--- src/rtl/operand_collector.sv ---
// Operand collector: accepts one decoded instruction, reads up to two source
// registers over a single-port request/response RF interface, optionally swaps
// in an immediate for op2, then writes the operand set into the one-deep
// operand buffer when it can accept.
module operand_collector #(
  parameter int unsigned W      = 32,
  parameter int unsigned REG_AW = 5,
  parameter int unsigned CNT_W  = 16
) (
  input  logic              clk,
  input  logic              rst,
  input  logic              instr_valid,
  output logic              instr_ready,
  input  logic [5:0]        opcode_in,
  input  logic              is_fp_in,
  input  logic [REG_AW-1:0] src1_in,
  input  logic [REG_AW-1:0] src2_in,
  input  logic              use_imm_in,
  input  logic [W-1:0]      imm_in,
  output logic              rf_req_valid,
  output logic [REG_AW-1:0] rf_req_addr,
  input  logic              rf_req_ready,
  input  logic              rf_resp_valid,
  input  logic [W-1:0]      rf_resp_data,
  input  logic              buf_valid,
  input  logic              buf_consume,
  output logic              write_en,
  output logic [W-1:0]      op1_out,
  output logic [W-1:0]      op2_out,
  output logic [5:0]        opcode_out,
  output logic              is_fp_out,
  output logic              busy,
  output logic [CNT_W-1:0]  stall_cnt
);

  typedef enum logic [2:0] {
    StIdle,
    StReq1,
    StWait1,
    StReq2,
    StWait2,
    StWrite
  } state_e;

  state_e state_q, state_d;

  logic [REG_AW-1:0] src1_q, src2_q;
  logic              use_imm_q;
  logic [W-1:0]      imm_q;
  logic [W-1:0]      op1_q, op2_q;
  logic [5:0]        opcode_q;
  logic              is_fp_q;
  logic [CNT_W-1:0]  stall_q;

  logic accept;
  logic cap_op1;
  logic cap_op2_resp;
  logic cap_op2_imm;
  logic stall_inc;
  logic can_write;

  // The buffer frees its slot in the same cycle it is consumed.
  assign can_write = !buf_valid || buf_consume;

  // Next-state decode plus handshake strobes and datapath capture enables
  always_comb begin
    state_d      = state_q;
    instr_ready  = 1'b0;
    rf_req_valid = 1'b0;
    rf_req_addr  = src1_q;
    write_en     = 1'b0;
    accept       = 1'b0;
    cap_op1      = 1'b0;
    cap_op2_resp = 1'b0;
    cap_op2_imm  = 1'b0;
    stall_inc    = 1'b0;
    unique case (state_q)
      StIdle: begin
        instr_ready = 1'b1;
        if (instr_valid) begin
          accept  = 1'b1;
          state_d = StReq1;
        end
      end
      StReq1: begin
        rf_req_valid = 1'b1;
        if (rf_req_ready) state_d = StWait1;
      end
      StWait1: begin
        if (rf_resp_valid) begin
          cap_op1 = 1'b1;
          if (use_imm_q) begin
            cap_op2_imm = 1'b1;
            state_d     = StWrite;
          end else if (src1_q == src2_q) begin
            // Same register twice: reuse the first read.
            cap_op2_resp = 1'b1;
            state_d      = StWrite;
          end else begin
            state_d = StReq2;
          end
        end
      end
      StReq2: begin
        rf_req_valid = 1'b1;
        rf_req_addr  = src2_q;
        if (rf_req_ready) state_d = StWait2;
      end
      StWait2: begin
        if (rf_resp_valid) begin
          cap_op2_resp = 1'b1;
          state_d      = StWrite;
        end
      end
      StWrite: begin
        if (can_write) begin
          write_en = 1'b1;
          state_d  = StIdle;
        end else begin
          stall_inc = 1'b1;
        end
      end
      default: state_d = StIdle;
    endcase
  end

  // State register
  always_ff @(posedge clk or posedge rst) begin
    if (rst) state_q <= StIdle;
    else     state_q <= state_d;
  end

  // Instruction latch, operand capture and saturating stall counter
  always_ff @(posedge clk or posedge rst) begin
    if (rst) begin
      src1_q    <= '0;
      src2_q    <= '0;
      use_imm_q <= 1'b0;
      imm_q     <= '0;
      opcode_q  <= '0;
      is_fp_q   <= 1'b0;
      op1_q     <= '0;
      op2_q     <= '0;
      stall_q   <= '0;
    end else begin
      if (accept) begin
        src1_q    <= src1_in;
        src2_q    <= src2_in;
        use_imm_q <= use_imm_in;
        imm_q     <= imm_in;
        opcode_q  <= opcode_in;
        is_fp_q   <= is_fp_in;
      end
      if (cap_op1) op1_q <= rf_resp_data;
      if (cap_op2_imm) op2_q <= imm_q;
      else if (cap_op2_resp) op2_q <= rf_resp_data;
      if (stall_inc && (stall_q != '1)) stall_q <= stall_q + CNT_W'(1);
    end
  end

  assign busy       = (state_q != StIdle);
  assign op1_out    = op1_q;
  assign op2_out    = op2_q;
  assign opcode_out = opcode_q;
  assign is_fp_out  = is_fp_q;
  assign stall_cnt  = stall_q;

endmodule

--- config.mk ---
export PLATFORM = sky130hd
export DESIGN_NAME = operand_collector
export DESIGN_NICKNAME = d
export VERILOG_FILES = /design/src/rtl/operand_collector.sv
export SDC_FILE = /design/constraint.sdc
export NUM_CORES = 1
export LEC_CHECK = 0
export BUFFER_PORTS_ARGS = -buffer_cell sky130_fd_sc_hd__buf_2
export CORE_MARGIN = 2
export CORE_UTILIZATION = 51
export CTS_CLUSTER_DIAMETER = 60
export CTS_CLUSTER_SIZE = 40
export DETAILED_ROUTE_END_ITERATION = 8
export PLACE_DENSITY_LB_ADDON = 0.05
export SYNTH_ARGS = -nofsm -noshare
export SYNTH_HDL_FRONTEND = slang
export SYNTH_SLANG_ARGS = --single-unit
export TNS_END_PERCENT = 5
--- constraint.sdc ---
create_clock -name clk -period 5.93 [get_ports clk]
set_input_delay 0.8895 -clock clk [delete_from_list [all_inputs] [get_ports clk]]
set_output_delay 0.8895 -clock clk [all_outputs]
set_load 0.01 [all_outputs]
Word level (Yosys, flattened, before mapping)
Index checks and enable logic that the tools add are counted.
{ "word_totals": {"wordCells": 61, "output_inout_bits": 96, "regBits": 133} }
{ "op_classes": {"reduce_logical": 8, "n_eq_ne": 13, "muxes": 29, "addsub": 1} }
{ "ops": {"columns": ["cell", "n"], "rows": [
  ["32-bit two-way mux", 2],
  ["3-bit two-way mux", 8],
  ["3-bit one-hot mux with 6 select lines", 1],
  ["16-bit by 1-bit adder with 16-bit output, second input constant", 1],
  ["1-bit two-way mux", 16],
  ["16-bit != test, second input constant", 1],
  ["2-bit != test, second input constant", 6],
  ["3-bit by 2-bit equality test with 1-bit output, second input constant", 2],
  ["3-bit equality test, second input constant", 2],
  ["6-bit AND reduction", 1],
  ["5-bit equality test", 1],
  ["5-bit two-way mux", 1],
  ["3-bit by 1-bit equality test with 1-bit output, second input constant", 1],
  ["3-bit zero test", 1],
  ["3-bit nonzero test", 1],
  ["1-bit one-hot mux with 2 select lines", 1],
  ["2-bit nonzero test", 1],
  ["2-bit OR reduction", 1],
  ["1-bit logical AND", 1],
  ["1-bit zero test", 1],
  ["1-bit logical OR", 1]
]} }

Longest topological paths before layout
Gate-level depths: netlist of the first run.
{ "logic_depth": {"word_depth": 7, "ltp_mapped": 8, "mapped_depth_nobuf": 5} }

Worst setup path before layout of the first run
OpenSTA, ideal clock, no wires.
{ "synth_timing": {"path_kind": "input-to-reg", "from": "input rf_resp_valid", "to": "register op2_q[0] (netlist: op2_out[0])", "setup_slack_ps": 3600, "arrival_time_ps": 2205, "t_required_ps": 5805, "cell_stages": 7, "setup_time_ps": 125, "path_cell_list": "nor4bb_4 buf_6 and2_4 buf_6 buf_6 mux2_2 mux2_4"} }
{ "synth_between": {"elab_chain_cells": 3} }
{ "synth_lines": {"columns": ["item", "line", "source"], "rows": [
  ["from (decl)", "23", "input logic rf_resp_valid,"],
  ["1-bit two-way mux, on equally long branches", "110, 90", null],
  ["1-bit one-hot mux with 2 select lines / 1-bit two-way mux (equally long branches)", "77", "unique case (state_q)"],
  ["2-bit nonzero test (no source line) / 32-bit two-way mux (equally long branches)", null, null],
  ["to (signal assigned)", "155", "if (cap_op2_imm) op2_q <= imm_q;"],
  ["to (signal assigned)", "156", "else if (cap_op2_resp) op2_q <= rf_resp_data;"],
  ["to (decl)", "50", "logic [W-1:0] op1_q, op2_q;"]
]} }
Several ways; a longest one is shown, not always the timed one.
A chain may end at the register's enable or synchronous reset.

Worst setup path after layout of the first run
{ "layout_timing": {"from": "register state_q[2]", "to": "output rf_req_addr[3]"} }
{ "layout_between": {"elab_chain_cells": 2} }
{ "layout_lines": {"columns": ["item", "line", "source"], "rows": [
  ["from (decl)", "45", "state_e state_q, state_d;"],
  ["from (signal assigned)", "129", "if (rst) state_q <= StIdle;"],
  ["from (signal assigned)", "130", "else state_q <= state_d;"],
  ["3-bit by 2-bit equality test with 1-bit output", "77", null],
  ["5-bit two-way mux", "77", null],
  ["to (decl)", "21", "output logic [REG_AW-1:0] rf_req_addr,"]
]} }
No other way between the ends.

==> results of run 1 <==
## Yosys cell counts, drive strengths merged (2+ instances only)
master,n
or2,2
or3,3
nor4,3
xor2,11
o211ai,3
nand2,6
mux2,154
dfrtp,133
nor4bb,2
nand4,3
nand2b,2
nand3b,2
a21oi,4
inv,7
nor3,7
and2,3
a211oi,2
nand3,7
buf,19
xnor2,7
nor2,7
## through the flow
| step | hold slack, ns | total power [mW] | instances | area [um2] | setup slack, ns |
|---|---|---|---|---|---|
| after floorplan | 0.454 | 2.56 | 401 | 6010 | 1.49 |
| after global placement | 0.469 | 2.96 | 711 | 6960 | 2.95 |
| after detailed placement | 0.481 | 3.02 | 711 | 6960 | 2.90 |
| after CTS | 0.494 | 4.08 | 741 | 7540 | 3.04 |
| after global routing | 0.512 | 4.27 | 741 | 7540 | 2.97 |
| final | 0.487 | 4.03 | 742 | 7550 | 3.06 |
## power by group through the flow
stage          clock network (mW)  registers [mW]  logic, mW
2_1_floorplan                   0            1.66      0.902
3_3_place_gp                    0            1.58       1.38
3_5_place_dp                    0            1.59       1.43
4_1_cts                      1.06            1.59       1.43
5_1_grt                      1.11            1.65       1.51
6_report                     1.04            1.59       1.40
## worst min path at each step
stage,start,to,cells after the start
floorplan,imm_q[31],imm_q[31],1
global placement,imm_q[31],imm_q[31],1
detailed placement,stall_cnt[8],stall_cnt[8],1
CTS,stall_cnt[8],stall_cnt[8],1
global route,stall_cnt[8],stall_cnt[8],1
finish,stall_cnt[8],stall_cnt[8],1
## worst reg2reg max path, delay by kind of cell (launching register included)
kind | cells | cell delay [ns]
AOI/OAI and AO/OA | 1 | 0.77
DFF | 1 | 0.52
buffers and inverters | 1 | 0.47
muxes | 1 | 0.42
and+or+nand+nor | 1 | 0.36
## final cells by class
cell class	count	area, um2	share of cell area
flip-flops and latches	133	3330	0.441
multi-input cells	241	2480	0.328
repair buffers	187	943	0.125
diodes	1	2.50	0.000332
clock buffers	27	523	0.0693
clock inverters	3	65.1	0.00862
inverters	7	28.8	0.00381
well taps	143	179	0.0237
## sequential cells by signal, indices dropped and copies added (netlist names)
| name | flops |
|---|---|
| stall_cnt | 16 |
| src2_q | 5 |
| op2_out | 32 |
| opcode_out | 6 |
| src1_q | 5 |
| is_fp_out | 1 |
| use_imm_q | 1 |
| op1_out | 32 |
| state_q | 3 |
| imm_q | 32 |
## cells in the final DEF (no fill, tap or decap), drive strengths merged, types with 4 or more instances in the layout
cell type and instances:
buf 187, mux2 154, dfrtp 133, clkbuf 27
xor2 11, nand3 7, nor3 7, xnor2 7
nor2 7, inv 7, nand2 6, a21oi 4
## routing by layer
| metal | up-vias | global-route usage |
|---|---|---|
| met1 | 1891 | 0.253 |
| met3 | 14 | 0.0778 |
| met4 | 0 | 0.0862 |
| met2 | 124 | 0.348 |
| li1 | 1822 | - |
| met5 | - | 0 |
## kinds of logic (layout without fill, tap and decap cells)
kind of cell | Yosys count | count (layout)
xor gates and xnor gates | 18 | 18
and+or+nand+nor | 50 | 50
AOI/OAI and AO/OA | 18 | 18
muxes | 154 | 154
DFF | 133 | 133
buffers and inverters | 27 | 224
adders and majority gates | 1 | 1
other | 0 | 1
==> impl_metrics.tcl, run 1 <==
set metrics [dict create \
    wl_met2_um 6490 \
    initial_core_util 0.524 \
    hpwl_um 8730 \
    rrSetupSlack_ns 3.27 \
    crit_family "flip-flops" \
    swShare 0.302 \
    synth-simple-area-share 0.0527 \
    crit_path_cell_trace "nand2b_1 -> inv_1 -> nand2_1 -> mux2_2 -> buf_2" \
    yosysSeqAreaShare 0.554 \
    grt_pass1_wl_um 20600 \
    worstSetupPathDepth 5 \
    yosysWarnings 0 \
    routed_wl_um 12800 \
    antenna_found_initial 1 \
    root_buffer "clkbuf_16" \
    clkLatencyLatePin_ns 0.42 \
    cp_num_buf_inv 2 \
    route.met3.wl_um 885 \
    worstPathMaxFanout 9 \
    cts_resized 0 \
    synthFlopType "dfrtp_1" \
    layout-drive-gt1-share 0.627 \
    worst_slew_pin_slew_ns 0.842 \
    pwr-share-seq 0.394 \
    synth_cell_types 44 \
    hold_class "register to register" \
    ant_nets 0 \
    max_freq_mhz 348 \
    internal-power_mw 2.81 \
    cts_tree "yes" \
    rows 39 \
    max_stage_delay_ns 0.57 \
    drcViolationCount 0 \
    grt_max_degree 70 \
    highest_layer "met4" \
    finalHoldViolations 0 \
    cp_slowest_cell "dfrtp_1" \
    async_reset_ff_frac 1.00 \
    synthTopCellsByArea "dfrtp_1 (55%), mux2_2 (23%), mux2_4 (7.5%)" \
    cts.sinks 133 \
    synthXorXnorAreaFrac 0.0262 \
    synth_top_family_by_area "multiplexers" \
    synth_fa_ha_area_frac 0.00208 \
    maxSlewHeadroom 0.439 \
    area_growth_pct 25.5 \
    cts_setup_buffers 0 \
    syn_inst 401 \
    port-buffer-count 184 \
    drt-vias-per-instance 5.19 \
    reg2reg_to "op2_out[31]" \
    synth.area.mux_share 0.307 \
    firstDrtPassIters 5 \
    nNetsFinal 677 \
    cts_buffers 17 \
    maxCapViolCount 0 \
    grt_usage 0.212 \
    p_leak_nw 3.60 \
    vias 3851 \
    die_h_um 113 \
    synth_compound_area_frac 0.0237 \
    cp-start-kind "register" \
    holdBufCountCts 0 \
    io_pins 185 \
    post-route-period-util 0.485 \
    htree_levels 4 \
    fin_crit_ns 2.87 \
    chipWidth_um 113 \
    p_sw_mw 1.22 \
    status "completed" \
    cp-startpoint "state_q[2]" \
    globalplace.congestion 0.771 \
    wl_per_cell_um 17.2 \
    drt-initial-drc-count 198 \
    core_um2 11500 \
    crit_end "rf_req_addr[3]" \
    netlist_area_um2 6010 \
    met1Wirelength_um 5170 \
    pwr-share-comb 0.347 \
    critPathRequiredTime_ns 5.04 \
    synth-seq-cells 133 \
    r2r_cells 4 \
    finClkSkew_ns 0.00627 \
    reg2reg_from "state_q[1]" \
    synth-edff-count 0 \
    synth_top_area_frac 0.554 \
    crit_type "register to output port" \
    nFillCells 852 \
    cts_max_path_buffers 2 \
    setup_tns_ns 0 \
    cp.arrival_ns 1.98 \
    grt_pass1_vias 4006 \
    yosysTopAreaCell "dfrtp_1" \
    drv_slew 0 \
    critPathCaptureType "output port" \
    die-area_um2 12700 \
    worst_setup_hold_path_clk_slew_ns 0.05 \
    gr-total-overflow 0 \
    irDropWorstVdd_mv 0.308 \
    powerDensity_nw_per_um2 534 \
    synth.net_count 491 \
    setup-violations-final 0 \
    pwr-share-clk 0.258 \
    syn_avg_cell_area_um2 15.0 \
    grt_setup_unrepaired "false" \
    utilization 0.658 \
]
Note: power is estimated with default switching activity, not from simulation.
==> inputs of run 2 (changes only) <==
==> constraint.sdc (replaced) <==
create_clock -name clk -period 2.7 [get_ports clk]
set_input_delay 0.405 -clock clk [delete_from_list [all_inputs] [get_ports clk]]
set_output_delay 0.405 -clock clk [all_outputs]
set_load 0.01 [all_outputs]
==> run 2 against run 1 <==
Global-route usage down 0.41 points. Worst hold slack worse by 0.29 ns. Die area unchanged. Register-to-register slack worse by 2.8 ns. Combinational power up 120%. Final cell count up 0.67%. Clock-buffer cell count down 4. Non-clock buffer count up 4. First-iteration DRC count down 17%. Largest cell class unchanged.
==> impl_metrics.tcl, run 2 (same netlist as run 1, synthesis figures left out) <==
set metrics [dict create \
    status "completed" \
    grt_max_degree 134 \
    drcViolationCount 0 \
    fin_crit_ns 2.38 \
    wl_per_cell_um 16.9 \
    pwr-share-comb 0.349 \
    grt_usage 0.208 \
    cts_tree "yes" \
    maxCapViolCount 0 \
    cp_num_buf_inv 2 \
    critPathRequiredTime_ns 2.30 \
    vias 3906 \
    crit_family "flip-flops" \
    worst_slew_pin_slew_ns 0.700 \
    pwr-share-seq 0.393 \
    initial_core_util 0.524 \
    p_sw_mw 2.69 \
    powerDensity_nw_per_um2 1160 \
    antenna_found_initial 0 \
    setup_tns_ns 0 \
    rows 39 \
    finalHoldViolations 0 \
    cp.arrival_ns 1.98 \
    setup-violations-final 0 \
    gr-total-overflow 0 \
    cp_slowest_cell "dfrtp_1" \
    crit_type "register to output port" \
    whs_ns 0.192 \
    hpwl_um 8870 \
    internal-power_mw 6.19 \
    core_um2 11500 \
    finClkSkew_ns 0.00813 \
    fin_area_um2 7630 \
    hold_class "input pin to asynchronous set/reset pin" \
    globalplace.congestion 0.786 \
    drt-vias-per-instance 5.23 \
    layout-drive-gt1-share 0.636 \
    io_pins 185 \
    cts.sinks 133 \
    drt-initial-drc-count 164 \
    post-route-period-util 0.882 \
    die_h_um 113 \
    dp_cells 715 \
    chipWidth_um 113 \
    nNetsFinal 681 \
    area_growth_pct 27.0 \
    layout_commonest_cell "buf_2" \
    cp-start-kind "register" \
    nFillCells 847 \
    utilization 0.666 \
    htree_levels 4 \
    worst_setup_hold_path_clk_slew_ns 0.05 \
    cts_resized 0 \
    placed_cell_area_um2 7040 \
    holdBufCountCts 0 \
    maxSlewHeadroom 0.534 \
    instances_no_fill 747 \
    grt_pass1_wl_um 20300 \
    grt_pass1_vias 4075 \
    cts_setup_buffers 0 \
    grt_setup_unrepaired "false" \
    firstDrtPassIters 4 \
    die-area_um2 12700 \
    pwr-share-clk 0.258 \
    cts_buffers 17 \
    ant_nets 0 \
    max_freq_mhz 420 \
    clkLatencyLatePin_ns 0.42 \
    cts_max_path_buffers 2 \
    p_leak_nw 3.64 \
    swShare 0.303 \
    crit_path_cell_trace "nand2b_1 -> inv_1 -> nand2_1 -> mux2_2 -> buf_2" \
    max_stage_delay_ns 0.58 \
    root_buffer "clkbuf_16" \
    port-buffer-count 184 \
    antennaDiodeCount 0 \
    critPathCaptureType "output port" \
    most-common-layout-cells "buf_2 (184), dfrtp_1 (133), mux2_2 (121), mux2_4 (30), clkbuf_16 (17)" \
    worstPathMaxFanout 9 \
    routed_wl_um 12600 \
    irDropWorstVdd_mv 0.691 \
    drv_slew 0 \
]
run 2: cell types whose count changed in the layout (fill, tap and decap cells not counted):
cell | before | now
inv_4 | 1 | 0
buf_12 | 0 | 4
clkbuf_1 | 4 | 1
clkinvlp_4 | 0 | 1
diode_2 | 1 | 0
clkinv_2 | 1 | 6
clkinv_4 | 0 | 1
clkbuf_8 | 6 | 5
run 2: power by group through the flow:
stage               Combinational [mW]  Clock [mW]  Sequential [mW]
floorplan                         1.98           0             3.64
global placement                  3.08           0             3.48
detailed placement                3.16           0             3.51
CTS                               3.16        2.34             3.50
global route                      3.35        2.44             3.62
finish                            3.10        2.29             3.49
run 2: worst paths after layout:
check | startpoint | endpoint | slack (ns) | cells after the start
max | state_q[2] | rf_req_addr[3] | 0.32 | 5
min | rst | opcode_out[2] | 0.19 | 3
max reg2reg | state_q[1] | op2_out[31] | 0.47 | 5
min reg2reg | imm_q[31] | imm_q[31] | 0.49 | 1
max in group asynchronous | rst | op2_out[10] | 1.98 | 3
min in group clk | src2_in[0] | src2_q[0] | 0.20 | 2
run 2: worst reg2reg max path, cell delays in order, from the launching register on:
cell      delay, ns
dfrtp_1        0.53
nor4bb_4       0.41
buf_4          0.31
a311o_4        0.24
buf_12         0.26
mux2_2         0.37
run 2: stage by stage:
stage	power, mW	worst slack [ns]
floorplan	5.62	0.644
global placement	6.57	0.514
detailed placement	6.67	0.451
CTS	9.00	0.284
global route	9.42	0.209
finish	8.89	0.318
run 2: final cells by class:
cell class,count,area [um2],area share
Tap cell,143,179,0.0234
Clock buffer,23,498,0.0652
Sequential cell,133,3330,0.436
Multi-Input combinational cell,241,2480,0.324
Timing Repair Buffer,191,1020,0.134
Clock inverter,9,98.8,0.0129
Inverter,7,30.0,0.00393
run 2: routing by layer:
metal  share of wire  up-vias  global-route usage
met5               0        -                   0
met4           0.024        0              0.0935
li1                -     1825                   -
met1            0.42     1943               0.254
met3           0.062       22              0.0718
met2            0.49      116               0.334
==> inputs of run 3 (changes only) <==
==> constraint.sdc (replaced) <==
create_clock -name clk -period 2.25 [get_ports clk]
set_input_delay 0.3375 -clock clk [delete_from_list [all_inputs] [get_ports clk]]
set_output_delay 0.3375 -clock clk [all_outputs]
set_load 0.01 [all_outputs]
==> run 3 against run 2 <==
Combinational power grew 28%. Routed wire length grew 4.4%. Worst hold slack got worse by 0.051 ns. Worst setup slack worse by 0.19 ns. Global-route usage grew 1.3 points. Via count up 0.84%. Largest power group unchanged. Sequential power rose by 18%. Die area stayed put. Critical path depth is 1 higher. First-iteration DRC count increased by 13%. Utilization grew 1.4 points. Clock power up 24%.
==> impl_metrics.tcl, run 3 (same netlist as run 1, synthesis figures left out) <==
set metrics [dict create \
    crit_type "register to output port" \
    drt-initial-drc-count 186 \
    drcViolationCount 0 \
    critPathRequiredTime_ns 1.91 \
    worst_slew_pin_slew_ns 0.544 \
    maxCapViolCount 0 \
    internal-power_mw 7.64 \
    area_growth_pct 29.6 \
    cts.sinks 133 \
    routed_wl_um 13200 \
    finalHoldViolations 0 \
    initial_core_util 0.524 \
    grt_pass1_wl_um 21600 \
    powerDensity_nw_per_um2 1400 \
    post-route-period-util 0.944 \
    swShare 0.302 \
    cts_max_path_buffers 2 \
    globalplace.congestion 0.765 \
    pwr-share-clk 0.260 \
    rows 39 \
    regArea_um2 3330 \
    p_sw_mw 3.30 \
    setup_ws_ns 0.126 \
    layout-drive-gt1-share 0.644 \
    finClkSkew_ns 0.00572 \
    antennaDiodeCount 0 \
    grt_setup_unrepaired "false" \
    cts_tree "yes" \
    die_h_um 113 \
    hold_class "input pin to register" \
    setup-violations-final 0 \
    antenna_found_initial 0 \
    fin_crit_ns 2.12 \
    multi_input_area_um2 2480 \
    core_um2 11500 \
    worstPathMaxFanout 5 \
    firstDrtPassIters 4 \
    ant_nets 0 \
    die-area_um2 12700 \
    io_pins 185 \
    grt_usage 0.221 \
    power.total_mw 10.9 \
    whs_ns 0.141 \
    place_ws_ns 0.201 \
    pwr-share-seq 0.377 \
    nNetsFinal 695 \
    vias 3939 \
    hpwl_um 9190 \
    root_buffer "clkbuf_16" \
    layout_commonest_cell "buf_2" \
    critPathCaptureType "output port" \
    cts_buffers 17 \
    pwr-share-comb 0.363 \
    gr-total-overflow 0 \
    chipWidth_um 113 \
    cp-start-kind "register" \
    grt_pass1_vias 4305 \
    drt-vias-per-instance 5.18 \
    wl_per_cell_um 17.3 \
    port-buffer-count 184 \
    p_leak_nw 3.73 \
    most-common-layout-cells "buf_2 (184), dfrtp_1 (131), mux2_2 (121), mux2_4 (30), clkbuf_16 (17)" \
    cp.arrival_ns 1.79 \
    status "completed" \
    maxSlewHeadroom 0.634 \
    drv_slew 0 \
    nFillCells 842 \
    htree_levels 4 \
    setup_tns_ns 0 \
    max_freq_mhz 471 \
    worst_setup_hold_path_clk_slew_ns 0.06 \
    irDropWorstVdd_mv 0.926 \
    clkLatencyLatePin_ns 0.42 \
    grt_max_degree 69 \
]
-- run 3: cell type report --
class	instances	share of cell area
clock inverter	8	0.0156
multi-input combinational	241	0.319
clock buffer	24	0.0631
inverter	7	0.00385
sequential	133	0.427
timing repair buffer	205	0.148
tap	143	0.0230
-- run 3: power groups by stage --
stage	Sequential [mW]	Clock, mW	Combinational, mW
after CTS	4.16	2.92	3.97
after detailed placement	4.18	0	3.94
after global placement	4.12	0	3.84
after floorplan	4.37	0	2.38
after global routing	4.29	3.01	4.31
final	4.13	2.84	3.97
-- run 3: worst max-delay path: stages, from the launching register on --
cell and delay, ns:
dfrtp_2 0.43, buf_4 0.15, nand2b_1 0.16, inv_1 0.11, nand2_4 0.08, mux2_2 0.28, buf_2 0.14
-- run 3: metal layers --
layer  up-vias  GRT usage  share of wire
met2       115      0.360           0.50
met3        22     0.0751          0.064
li1       1859          -              -
met1      1943      0.268           0.41
met4         0     0.0943          0.022
met5         -          0              0
-- run 3: path summary, 6_finish.rpt --
check | from | end | slack, ns | cells after the start
setup / recovery | state_q[2] | rf_req_addr[4] | 0.13 | 6
hold / removal | imm_in[31] | imm_q[31] | 0.14 | 2
setup reg to reg | state_q[2] | op2_out[20] | 0.21 | 6
hold reg to reg | stall_cnt[8] | stall_cnt[8] | 0.49 | 1
max in group asynchronous | rst | state_q[0] | 1.17 | 4
min in group asynchronous | rst | stall_cnt[13] | 0.44 | 3
-- run 3: through the flow --
step / utilization / instance area [um2] / instances
2_1_floorplan: - / 6020 / 401
3_3_place_gp: 0.622 / 7130 / 724
3_5_place_dp: 0.622 / 7130 / 724
4_1_cts: 0.677 / 7760 / 757
5_1_grt: 0.680 / 7790 / 761
6_report: 0.680 / 7790 / 761
-- run 3: what timing repair did --
item,in CTS,in global routing
endpoints found under the hold margin,11,0
setup buffers,0,4
gates resized for setup,3,1
hold buffers,1,0
endpoints found under the setup margin,5,5
gates cloned,0,0
